[config.mk]
export PLATFORM = sky130hd
export DESIGN_NAME = seq_step_controller
export DESIGN_NICKNAME = d
export VERILOG_FILES = /design/src/rtl/seq_step_controller_pkg.sv /design/src/rtl/seq_step_controller_next_state.sv /design/src/rtl/seq_step_controller.sv
export SDC_FILE = /design/constraint.sdc
export NUM_CORES = 1
export LEC_CHECK = 0
export ABC_AREA = 0
export CAP_MARGIN = 20
export CORE_MARGIN = 2
export CORE_UTILIZATION = 28
export CTS_CLUSTER_DIAMETER = 40
export CTS_CLUSTER_SIZE = 24
export DETAILED_ROUTE_END_ITERATION = 12
export GPL_TIMING_DRIVEN = 0
export PLACE_DENSITY = 0.53
export SETUP_SLACK_MARGIN = 0.3
export SLEW_MARGIN = 40
export SYNTH_ARGS = -nofsm -noshare
export SYNTH_HDL_FRONTEND = slang
export SYNTH_SLANG_ARGS = --single-unit
[constraint.sdc]
create_clock -name clk -period 2.4 [get_ports clk]
set_clock_uncertainty 0.2 [all_clocks]
set_input_delay 0.24 -clock clk [delete_from_list [all_inputs] [get_ports clk]]
set_output_delay 0.24 -clock clk [all_outputs]
set_load 0.05 [all_outputs]
[src/rtl/seq_step_controller_pkg.sv]
// Shared definitions for the step sequencer: FSM encoding, home code and the
// ring code-to-position map.
package seq_step_controller_pkg;

    typedef enum logic [1:0] {
        StIdle  = 2'd0,
        StRun   = 2'd1,
        StPause = 2'd2,
        StDone  = 2'd3
    } fsm_state_e;

    localparam logic [2:0] HomeCode = 3'b100;

    // Ring codes in up-direction order, indexed by position.
    localparam logic [2:0] CodeP0 = 3'b100;
    localparam logic [2:0] CodeP1 = 3'b110;
    localparam logic [2:0] CodeP2 = 3'b011;
    localparam logic [2:0] CodeP3 = 3'b010;
    localparam logic [2:0] CodeP4 = 3'b111;
    localparam logic [2:0] CodeP5 = 3'b101;

    localparam logic [2:0] LastPos = 3'd5;

    function automatic logic [2:0] code_to_pos(input logic [2:0] code);
        logic [2:0] pos;
        case (code)
            CodeP0:  pos = 3'd0;
            CodeP1:  pos = 3'd1;
            CodeP2:  pos = 3'd2;
            CodeP3:  pos = 3'd3;
            CodeP4:  pos = 3'd4;
            CodeP5:  pos = 3'd5;
            default: pos = 3'd0;
        endcase
        return pos;
    endfunction

    function automatic logic is_off_ring(input logic [2:0] code);
        return code[2:1] == 2'b00;
    endfunction

endpackage

[src/rtl/seq_step_controller_next_state.sv]
// 3-bit up/down ring next-state logic. Off-ring codes recover to 100 (up) or
// 101 (down), built from the high/low tie-offs.
module next_state
    import seq_step_controller_pkg::*;
(
    input  logic [2:0] current,
    input  logic       down,
    input  logic       high,
    input  logic       low,
    output logic [2:0] next
);

    always_comb begin
        next = {high, low, low};
        case (current)
            CodeP0:  next = down ? CodeP5 : CodeP1;
            CodeP1:  next = down ? CodeP0 : CodeP2;
            CodeP2:  next = down ? CodeP1 : CodeP3;
            CodeP3:  next = down ? CodeP2 : CodeP4;
            CodeP4:  next = down ? CodeP3 : CodeP5;
            CodeP5:  next = down ? CodeP4 : CodeP0;
            default: next = down ? {high, low, high} : {high, low, low};
        endcase
    end

endmodule

[src/rtl/seq_step_controller.sv]
// Step sequencer: owns the ring state register and steps it a latched number
// of times in a latched direction, with hold/pause, load and wrap/illegal flags.
module seq_step_controller
    import seq_step_controller_pkg::*;
#(
    parameter int unsigned COUNT_W = 4,
    parameter logic [2:0]  HOME    = HomeCode
) (
    input  logic               clk,
    input  logic               reset,
    input  logic               start,
    input  logic               down,
    input  logic [COUNT_W-1:0] count,
    input  logic               hold,
    input  logic               load,
    input  logic [2:0]         load_value,
    output logic [2:0]         state,
    output logic [2:0]         position,
    output logic               busy,
    output logic               done,
    output logic               wrap,
    output logic               illegal
);

    fsm_state_e         fsm_q, fsm_d;
    logic [2:0]         state_q, state_d;
    logic [COUNT_W-1:0] remaining_q, remaining_d;
    logic               dir_q, dir_d;
    logic               wrap_q, wrap_d;
    logic               illegal_q, illegal_d;
    logic [2:0]         next_code;

    next_state u_next_state (
        .current (state_q),
        .down    (dir_q),
        .high    (1'b1),
        .low     (1'b0),
        .next    (next_code)
    );

    always_comb begin
        fsm_d       = fsm_q;
        state_d     = state_q;
        remaining_d = remaining_q;
        dir_d       = dir_q;
        wrap_d      = 1'b0;
        illegal_d   = illegal_q;

        case (fsm_q)
            StIdle: begin
                // Load takes priority over start when both arrive together.
                if (load) begin
                    state_d   = is_off_ring(load_value) ? HOME : load_value;
                    illegal_d = is_off_ring(load_value);
                end else if (start) begin
                    if (count != '0) begin
                        remaining_d = count;
                        dir_d       = down;
                        fsm_d       = StRun;
                    end else begin
                        fsm_d = StDone;
                    end
                end
            end
            StRun: begin
                if (hold) begin
                    fsm_d = StPause;
                end else if (remaining_q != '0) begin
                    state_d     = next_code;
                    remaining_d = remaining_q - 1'b1;
                    wrap_d      = dir_q ? (code_to_pos(state_q) == 3'd0)
                                        : (code_to_pos(state_q) == LastPos);
                    if (remaining_q == 1) begin
                        fsm_d = StDone;
                    end
                end else begin
                    fsm_d = StDone;
                end
            end
            StPause: begin
                if (!hold) begin
                    fsm_d = StRun;
                end
            end
            StDone: begin
                fsm_d = StIdle;
            end
            default: begin
                fsm_d = StIdle;
            end
        endcase
    end

    always_ff @(posedge clk) begin
        if (reset) begin
            fsm_q       <= StIdle;
            state_q     <= HOME;
            remaining_q <= '0;
            dir_q       <= 1'b0;
            wrap_q      <= 1'b0;
            illegal_q   <= 1'b0;
        end else begin
            fsm_q       <= fsm_d;
            state_q     <= state_d;
            remaining_q <= remaining_d;
            dir_q       <= dir_d;
            wrap_q      <= wrap_d;
            illegal_q   <= illegal_d;
        end
    end

    assign state    = state_q;
    assign position = code_to_pos(state_q);
    assign busy     = (fsm_q == StRun) || (fsm_q == StPause);
    assign done     = (fsm_q == StDone);
    assign wrap     = wrap_q;
    assign illegal  = illegal_q;

endmodule

[Word level (Yosys, flattened, before mapping)]
Cells that the tools add are included.
Storage, ports and cells
  bits of input ports: 13
  bits in registers: 12
Cells by class
  multiplexer cells: 32
  bitwise logic cells: 3
  reductions and logical operators: 13
  equal/unequal tests: 19
  add/sub/neg operators: 1
Operators by type and width (count)
  3-bit 2-to-1 mux: 11
  4-bit 2-to-1 mux: 5
  2-bit 2-to-1 mux: 9
  3-bit one-hot mux with 6 select lines: 1
  3-bit == test (second input constant): 5
  3-bit one-hot mux with 5 select lines: 1
  2-bit != test (second input constant): 7
  4-bit AND reduction: 3
  2-bit one-hot mux with 4 select lines: 1
  4-bit one-hot mux with 2 select lines: 1
  4-bit nonzero test: 2
  3-bit by 2-bit == test with 1-bit output (second input constant): 2
  3-bit one-hot mux with 2 select lines: 1
  6-bit AND reduction: 1
  2-bit == test (second input constant): 2
  4-bit by 1-bit == test with 1-bit output (second input constant): 1
  2-bit zero test: 2
  4-bit != test (second input constant): 1
  4-bit OR reduction: 1
  4-bit by 1-bit subtractor with 4-bit output (second input constant): 1
  3-bit zero test: 1
  1-bit inverter: 3
  2-bit by 1-bit == test with 1-bit output (second input constant): 1
  1-bit 2-to-1 mux: 2
  other kinds (3): 3

[Depth between registers and ports, before layout]
Gate-level depths: netlist (run 1).
  depth after elaboration: 7
  gate-level depth with buffers: 7
  depth with buffers taken out: 6

[Cells and area by module]
From an unflattened synthesis (run 1), not the netlist that was laid out.
Second synthesis, totals
  cell total of the unflattened synthesis: 111
  area, all modules: 969.7 um^2
Modules (own cells, without submodules)
  seq_step_controller: times used 1, sequential area each 240.2 um^2, cells an instance 97, area an instance 882.1 um^2
  next_state: times used 1, sequential area each 0.0 um^2, cells an instance 14, area an instance 87.6 um^2

[Worst setup path after synthesis (run 1)]
OpenSTA, ideal clock, no wires.
  path type: reg-to-output
  from: reg state_q[2] (netlist: state[2])
  to: out position[0]
  cell stages (with the launch flop): 4
  path slack: 0.127 ns
  arrival: 1.833 ns
  path through: dfxtp_1 -> buf_2 -> nand2_1 -> mux2i_1
On the way
  word-level cells in the longest chain between the ends: 2
RTL lines
  start: declaration: RTL line seq_step_controller.sv:26  | logic [2:0] state_q, state_d;
  start signal: assignment: RTL line seq_step_controller.sv:104  | state_q <= state_d;
  3-bit == test or 3-bit by 2-bit == test with 1-bit output (tied branches): RTL line seq_step_controller_pkg.sv:26  | case (code)
  3-bit one-hot mux with 5 select lines (*): RTL line seq_step_controller_pkg.sv:26
  end: declaration: RTL line seq_step_controller.sv:18  | output logic [2:0] position,
Every way passes the cells marked *; elsewhere a longest branch is shown, timed or not.

[Final worst setup path (run 1)]
  from: reg state_q[0] (netlist: state[0])
  to: out state[0]
RTL lines
  end: declaration: RTL line seq_step_controller.sv:17  | output logic [2:0] state,
No word-level cell between the ends.

==> results of run 1 <==
==> Yosys cell counts (all sizes together), types with 3 or more instances <==
library cell  number  share of area
dfxtp             12           0.27
inv               11          0.047
nor2               9          0.038
a21oi              7          0.040
ha                 7          0.099
nand2              6          0.026
mux2i              5          0.057
nand2b             4          0.031
xnor2              4          0.040
a211oi             3          0.026
nor2b              3          0.021
o21ai              3          0.021
==> power groups by stage <==
stage,combinational [mW],sequential [mW],clock [mW]
floorplan,0.795,0.379,0
global placement,1.09,0.331,0
detailed placement,1.10,0.336,0
CTS,1.12,0.331,0.174
global route,1.24,0.342,0.182
finish,1.13,0.333,0.168
==> metal layers <==
metal  track usage  vias to the layer above  part of all wire
met4       0.02857                        0            0.0055
met5             0                        -                 0
met2        0.1988                       31              0.43
met1        0.1883                      413              0.50
met3       0.04113                        2             0.066
li1              -                      426                 -
==> timing repair <==
action | CTS | global route
setup buffers | 1 | 0
gates resized for setup | 6 | 6
pin swaps | 1 | 1
setup endpoints to repair | 9 | 8
hold buffers | 0 | 0
==> state kept, by name (all words and copies together), names as in the netlist <==
name	cells
dir_q	1
remaining_q	4
wrap	1
state	3
illegal	1
fsm_q	2
==> kinds of logic after synthesis <==
| kind of cell | count (synthesis) | share of synthesized area |
|---|---|---|
| and+or+nand+nor | 32 | 0.2028 |
| AOI/OAI and AO/OA | 28 | 0.2539 |
| buffers and inverters | 14 | 0.06241 |
| DFF | 12 | 0.2723 |
| adders and majority gates | 7 | 0.09929 |
| muxes | 6 | 0.06950 |
| xor gates and xnor gates | 4 | 0.03971 |
==> path summary, 6_finish.rpt <==
| check | from | to | slack, ns | cells after the start |
|---|---|---|---|---|
| setup / recovery | state[0] | state[0] | 0.38 | 1 |
| hold / removal | illegal | illegal | 0.30 | 2 |
| setup reg to reg | remaining_q[0] | state[0] | 0.40 | 7 |
| hold reg to reg | illegal | illegal | 0.30 | 2 |
==> final cells by class <==
class / count / area, µm²
clock buffers: 4 / 36.28
multi-input cells: 77 / 599.3
flip-flops and latches: 12 / 241.5
plain buffers: 3 / 13.76
repair buffers: 23 / 219.0
fillers: 331 / 1822
well taps: 44 / 55.05
inverters: 11 / 41.29
==> stage by stage <==
| stage | util | std cells | instance area [µm²] |
|---|---|---|---|
| after detailed placement | 0.3835 | 169 | 1161 |
| after global routing | 0.3983 | 174 | 1206 |
| final | 0.3983 | 174 | 1206 |
| after global placement | 0.3835 | 169 | 1161 |
| after CTS | 0.3971 | 174 | 1202 |
| after floorplan | - | 103 | 885.9 |
==> reports/results.txt, run 1 <==
The run finished with clean final reports. The proportion of total power due to net switching is 0.5081, and the arrival time of data at the critical path endpoint is 1.58 ns. The sink count of the clock tree is 12, and the fmax is 495.9 MHz.

The critical path in this run is classified as flip-flop to output port. For the finished layout, the period the worst path requires is 2.016 ns. The logs give 0 for the antenna diode count and 23 for the total I/O pin count. The ratio of cells with drive above 1 in the final layout was 0.1615; the level count of the clock H-tree was 1.

Detailed placement ended at an HPWL of 1652 µm. Along the worst path, the maximum fanout reaches 6. The analysis attributes to cell leakage a power of 0.4876 nW. Dividing total power by cell area gives a power density of 1352 nW/µm². The synthesized area per cell came out at 8.564 µm². The floorplan die area is 3615 µm².

For the iteration count of the initial detailed-routing pass, the log shows 4. Cell internal power was estimated by the tool at 0.8019 mW. For the pin with the worst max-slew slack, the measured transition is 0.5727 ns. The tools report the number of buffers created by CTS as 3. The tools report the wire length of the first global-routing pass as 3608 µm.

The tightest hold path in the finished design has a slack of 0.2997 ns. The clock share of power is 0.103, and the number of buffers and inverters on the critical path is 1. The element type at the critical path start is a flip-flop. For this run, the number of Yosys warnings is 0.

The worst path meets setup with 0.3835 ns of slack. The final worst-path cycle share is 0.8402. TritonCTS built the clock tree. The number of standard cells after synthesis was 103; the number of max-slew violations in the final report was 0. The via-per-instance ratio is 5.011.

The horizontal extent of the die is 60.13 µm. The tool flagged a number of max-cap violations equal to 0. For the worst-skew pair, the clock arrives at the later sink with an insertion delay of 0.28 ns. The tools report the switching power summed over all nets as 0.8283 mW.

The CTS clock-pin slew for the worst setup and hold paths came out at 0.09 ns. Synthesized net count: 123. Setup repair after global routing could not meet its margin everywhere.

Detailed routing inserted a total of 872 vias. Counting flops and latches in the post-synthesis netlist gives 12. Relative to the synthesized area, the layout overhead comes to 36.74%. The global-route congestion overflow total was 0. After detailed routing, the total wire length is 2174 µm.

In this run the core area contains 20 standard-cell rows. The combinational fraction of design power is 0.693, and the sequential element share of the synthesized area is 0.2723. The die outline height is 60.13 µm. The sequential group share of total power came out at 0.204. The signal on the critical path passes through clkdlybuf4s50_1.

The largest vdd supply drop is 0.0004267 V, and the total chip power is 1.630 mW. At the placement stage, the worst setup path has a slack of 0.2723 ns. The initial standard-cell utilization of the core is 0.2913.

The global placement routability congestion was 0.7494. The library cell used most frequently in the layout, excluding fill and tap cells, is sky130_fd_sc_hd__clkdlybuf4s50_1. Setup violations remaining at the end of the flow were counted as 0. Setup TNS: 0 ns. The largest single stage delay on the critical path is 0.85 ns. The slowest stage of the critical path is the sky130_fd_sc_hd__clkdlybuf4s50_1 cell. The number of enable flip-flop cells after synthesis was 0. The number of endpoints with negative hold slack in the final report is 0. The number of design-rule violations left by the first detailed-router iteration was 31.

The fraction of synthesis flops using an asynchronous set or reset pin was 0; the all-layer global routing usage was 0.1335. The run gives 0 as the initial antenna violation count. Clock root buffer: sky130_fd_sc_hd__clkbuf_4. The via count of the first global-routing pass is 799, and the normalized max-slew margin is 0.6182.

The maximum buffer depth of the clock tree was 2; the number of buffers inserted by port buffering was 22. The class of the worst hold path is flip-flop to flip-flop. STA classifies the critical path endpoint as an output port. For this run, the post-layout net count is 151. Critical path's top delay family: buffers and inverters. Entering global routing, the biggest net connects 11 pins.

The most used flip-flop cell after synthesis was sky130_fd_sc_hd__dfxtp_1. The library cells used most frequently in the layout, excluding fill and tap cells, are sky130_fd_sc_hd__clkdlybuf4s50_1 (17), sky130_fd_sc_hd__inv_1 (11), sky130_fd_sc_hd__dfxtp_1 (11). In this run, distinct cell masters in the synthesized netlist total 38. The detail route stage leaves a number of antenna-violating nets equal to 0. The required time of the worst setup path is 1.96 ns, and the post-detailed-route DRC marker count is 0. After floorplanning, the core was sized to cover 3028 µm². In the final routed layout, each cell accounts on average for 12.49 µm.

The cell area that synthesis handed to floorplanning was 882.1 µm².
Power figures use the tool's default switching activity.
==> inputs of run 2 (changes only) <==
--- a/config.mk
+++ b/config.mk
@@ -13,7 +13,7 @@
 export CTS_CLUSTER_SIZE = 24
 export DETAILED_ROUTE_END_ITERATION = 12
 export GPL_TIMING_DRIVEN = 0
-export PLACE_DENSITY = 0.53
+export PLACE_DENSITY = 0.55
 export SETUP_SLACK_MARGIN = 0.3
 export SLEW_MARGIN = 40
 export SYNTH_ARGS = -nofsm -noshare
==> constraint.sdc (replaced) <==
create_clock -name clk -period 1.8 [get_ports clk]
set_clock_uncertainty 0.2 [all_clocks]
set_input_delay 0.18 -clock clk [delete_from_list [all_inputs] [get_ports clk]]
set_output_delay 0.18 -clock clk [all_outputs]
set_load 0.05 [all_outputs]
==> reports/results.txt, run 2 (synthesized netlist as in run 1, its figures left out) <==
The run finished, with violations left. The checks that failed: setup timing. The analysis attributes to cell leakage a power of 0.5928 nW.

For this block, the initial DRC count from the detailed router was 30. On the critical path, the stage with the largest delay is an instance of sky130_fd_sc_hd__dfxtp_4. The tools report the normalized max-slew margin as 0.5999. The worst setup timing slack at the placement stage is -0.2547 ns, and the final standard cell area without fillers is 1525 µm². The count of nets left with antenna violations once routing finished came out at 0.

In this design, the stage delay of the slowest critical-path cell is 0.37 ns. The total chip power was 2.880 mW; the final HPWL from detailed placement was 1649 µm. The number of flip-flops under the largest register name works out to 4.

At the end of routability-driven placement, the weighted congestion stood at 0.7761. The register with the most flip-flops is remaining_q. The largest fanout on the critical path is 6, and the via count of the first global-routing pass is 888. For the row count, the log shows 20.

Final worst-path cycle share: 1.014. 0 antenna diodes ended up in the layout. The startpoint identified for the worst register-to-register timing path is fsm_q[1]. For the worst setup path, the data required time is 1.78 ns. The global-route congestion overflow total is 0, and the number of nets in the layout is 167. Class of the worst hold path: flip-flop to flip-flop. The first global-routing pass estimated 3670 µm of wire. The largest net degree at the start of global routing was 11. The tools report the least setup slack across all paths after layout as -0.02445 ns. The tools report the number of max-slew violations in the final report as 0. Traced cell by cell, the critical path runs through inv_4 -> ha_4 -> and4bb_2 -> a221oi_4 -> buf_4 -> nor2b_1 -> a211o_1. The setup path with the least slack is of type flip-flop to flip-flop. VDD sags by at most 0.0006200 V.

Routed length per placed instance: 12.09 µm. Relative to the synthesized area, the layout overhead comes to 72.91%. For the all-layer global routing usage, the log shows 0.1360. The initial standard-cell utilization of the core is 0.2913. The tools report the iteration count of the initial detailed-routing pass as 4. The die is 60.13 µm wide. After detailed routing, the met2 layer carries 1152 µm of wire. The die is 60.13 µm tall. The post-route minimum period was 1.824 ns; the reg-to-reg setup timing slack was -0.02 ns. The critical path's top delay family was compound AO/OA/AOI/OAI gates.

Across the run, the number of max-cap violations was 0. Buffers inserted during clock tree synthesis total 3. The ratio of cells with drive above 1 in the final layout works out to 0.5000. The worst hold path begins at illegal. The worst setup path is captured at a flip-flop.

The tools report the worst setup path startpoint as fsm_q[1]. For this design the ratio of total power to cell area is 1888 nW/µm². Met3 routed wirelength: 100 µm.

Setup violations remaining at the end of the flow were counted as 2. Clock-pin slew was measured on the worst setup and hold paths at 0.09 ns. The slew at the pin closest to its max-slew limit is 0.6001 ns, and the level count of the clock H-tree is 1. Setup repair after global routing could not meet its margin everywhere. For the routed via count, the log shows 913. For this run, the top clock speed supported by timing is 548.1 MHz. The clock insertion delay at the later pin of the skew report came out at 0.28 ns. The tools report the element type at the critical path start as a flip-flop. The sink count of the clock tree was 12. The total I/O pin count was 23; the worst hold slack was 0.3164 ns. TritonCTS built the clock tree. The die covers 3615 µm².

The most common cell after layout, fill and taps aside was sky130_fd_sc_hd__buf_4. Number of buffers and inverters on the critical path: 2. In the final routing, the length of wire on met1 measures 1015 µm.

The run gives 0 as the number of endpoints with negative hold slack in the final report. The clock root buffer was sky130_fd_sc_hd__clkbuf_4. Placeable core area: 3028 µm². For this block, the routed nets add up to 2298 µm of wire.

The initial antenna violation count was 0; the via-per-instance ratio was 4.805. After detailed placement, the total cell area comes to 1237 µm². In the routed design, unresolved DRC markers number 0. For the worst setup path, the data arrival time is 1.80 ns. The longest clock path from root to sink contains 2 buffers. The number of buffers inserted by port buffering works out to 22. The detailed router used layers up to and including met4. The library cells used most frequently in the layout, excluding fill and tap cells, are sky130_fd_sc_hd__buf_4 (18), sky130_fd_sc_hd__clkdlybuf4s50_1 (12), sky130_fd_sc_hd__nor2_1 (7).
==> run 2: changes by cell type in the layout (fill, tap and decap cells not counted), moves of 4 or more <==
| cell | change |
|---|---|
| sky130_fd_sc_hd__dfxtp_2 | +4 |
| sky130_fd_sc_hd__ha_4 | +4 |
| sky130_fd_sc_hd__clkdlybuf4s50_1 | -5 |
| sky130_fd_sc_hd__buf_4 | +17 |
| sky130_fd_sc_hd__dfxtp_1 | -6 |
| sky130_fd_sc_hd__inv_1 | -6 |
| sky130_fd_sc_hd__buf_6 | +4 |
==> run 2: repair_timing <==
action	CTS	global route
pin swaps	18	7
setup endpoints to repair	20	16
resized for setup	71	14
hold endpoints to repair	0	0
setup buffers	11	6
hold buffers	0	0
==> run 2: path summary, 6_finish.rpt <==
| kind | to | cells after the start |
|---|---|---|
| worst max-delay path | state[2] | 7 |
| worst min-delay path | illegal | 2 |
| worst max register to register | state[2] | 7 |
| worst min register to register | illegal | 2 |
==> run 2: report_power, final <==
group	switching (mW)	internal [mW]	total, mW
logic	1.13	1.04	2.18
clock network	0.103	0.123	0.226
registers	0.104	0.375	0.479
total	1.34	1.54	2.88
==> run 2: layer usage <==
layer	GRT usage	up-vias
met3	0.02814	4
li1	-	458
met2	0.2516	22
met5	0	-
met1	0.1514	429
met4	0.04762	0
==> run 2: layout make-up <==
cell class	count	area, µm²
buffer	3	22.52
multi-input combinational	77	755.7
fill	290	1503
sequential	12	254.0
inverter	11	55.05
timing repair buffer	39	346.6
tap	44	55.05
clock buffer	4	36.28
==> run 2: stage by stage <==
step,util,TNS (ns),std cells
6_report,0.5037,-0.03333,190
5_1_grt,0.5037,-0.2165,190
4_1_cts,0.4806,0,184
3_5_place_dp,0.4087,-1.683,169
3_3_place_gp,0.4087,-1.618,169
2_1_floorplan,-,0,103
==> run 2: worst reg2reg max path: stages (launching register included) <==
cell                       delay (ns)
sky130_fd_sc_hd__dfxtp_4         0.37
sky130_fd_sc_hd__inv_4           0.05
sky130_fd_sc_hd__ha_4            0.17
sky130_fd_sc_hd__and4bb_2        0.26
sky130_fd_sc_hd__a221oi_4        0.23
sky130_fd_sc_hd__buf_4           0.16
sky130_fd_sc_hd__nor2b_1         0.04
sky130_fd_sc_hd__a211o_1         0.25
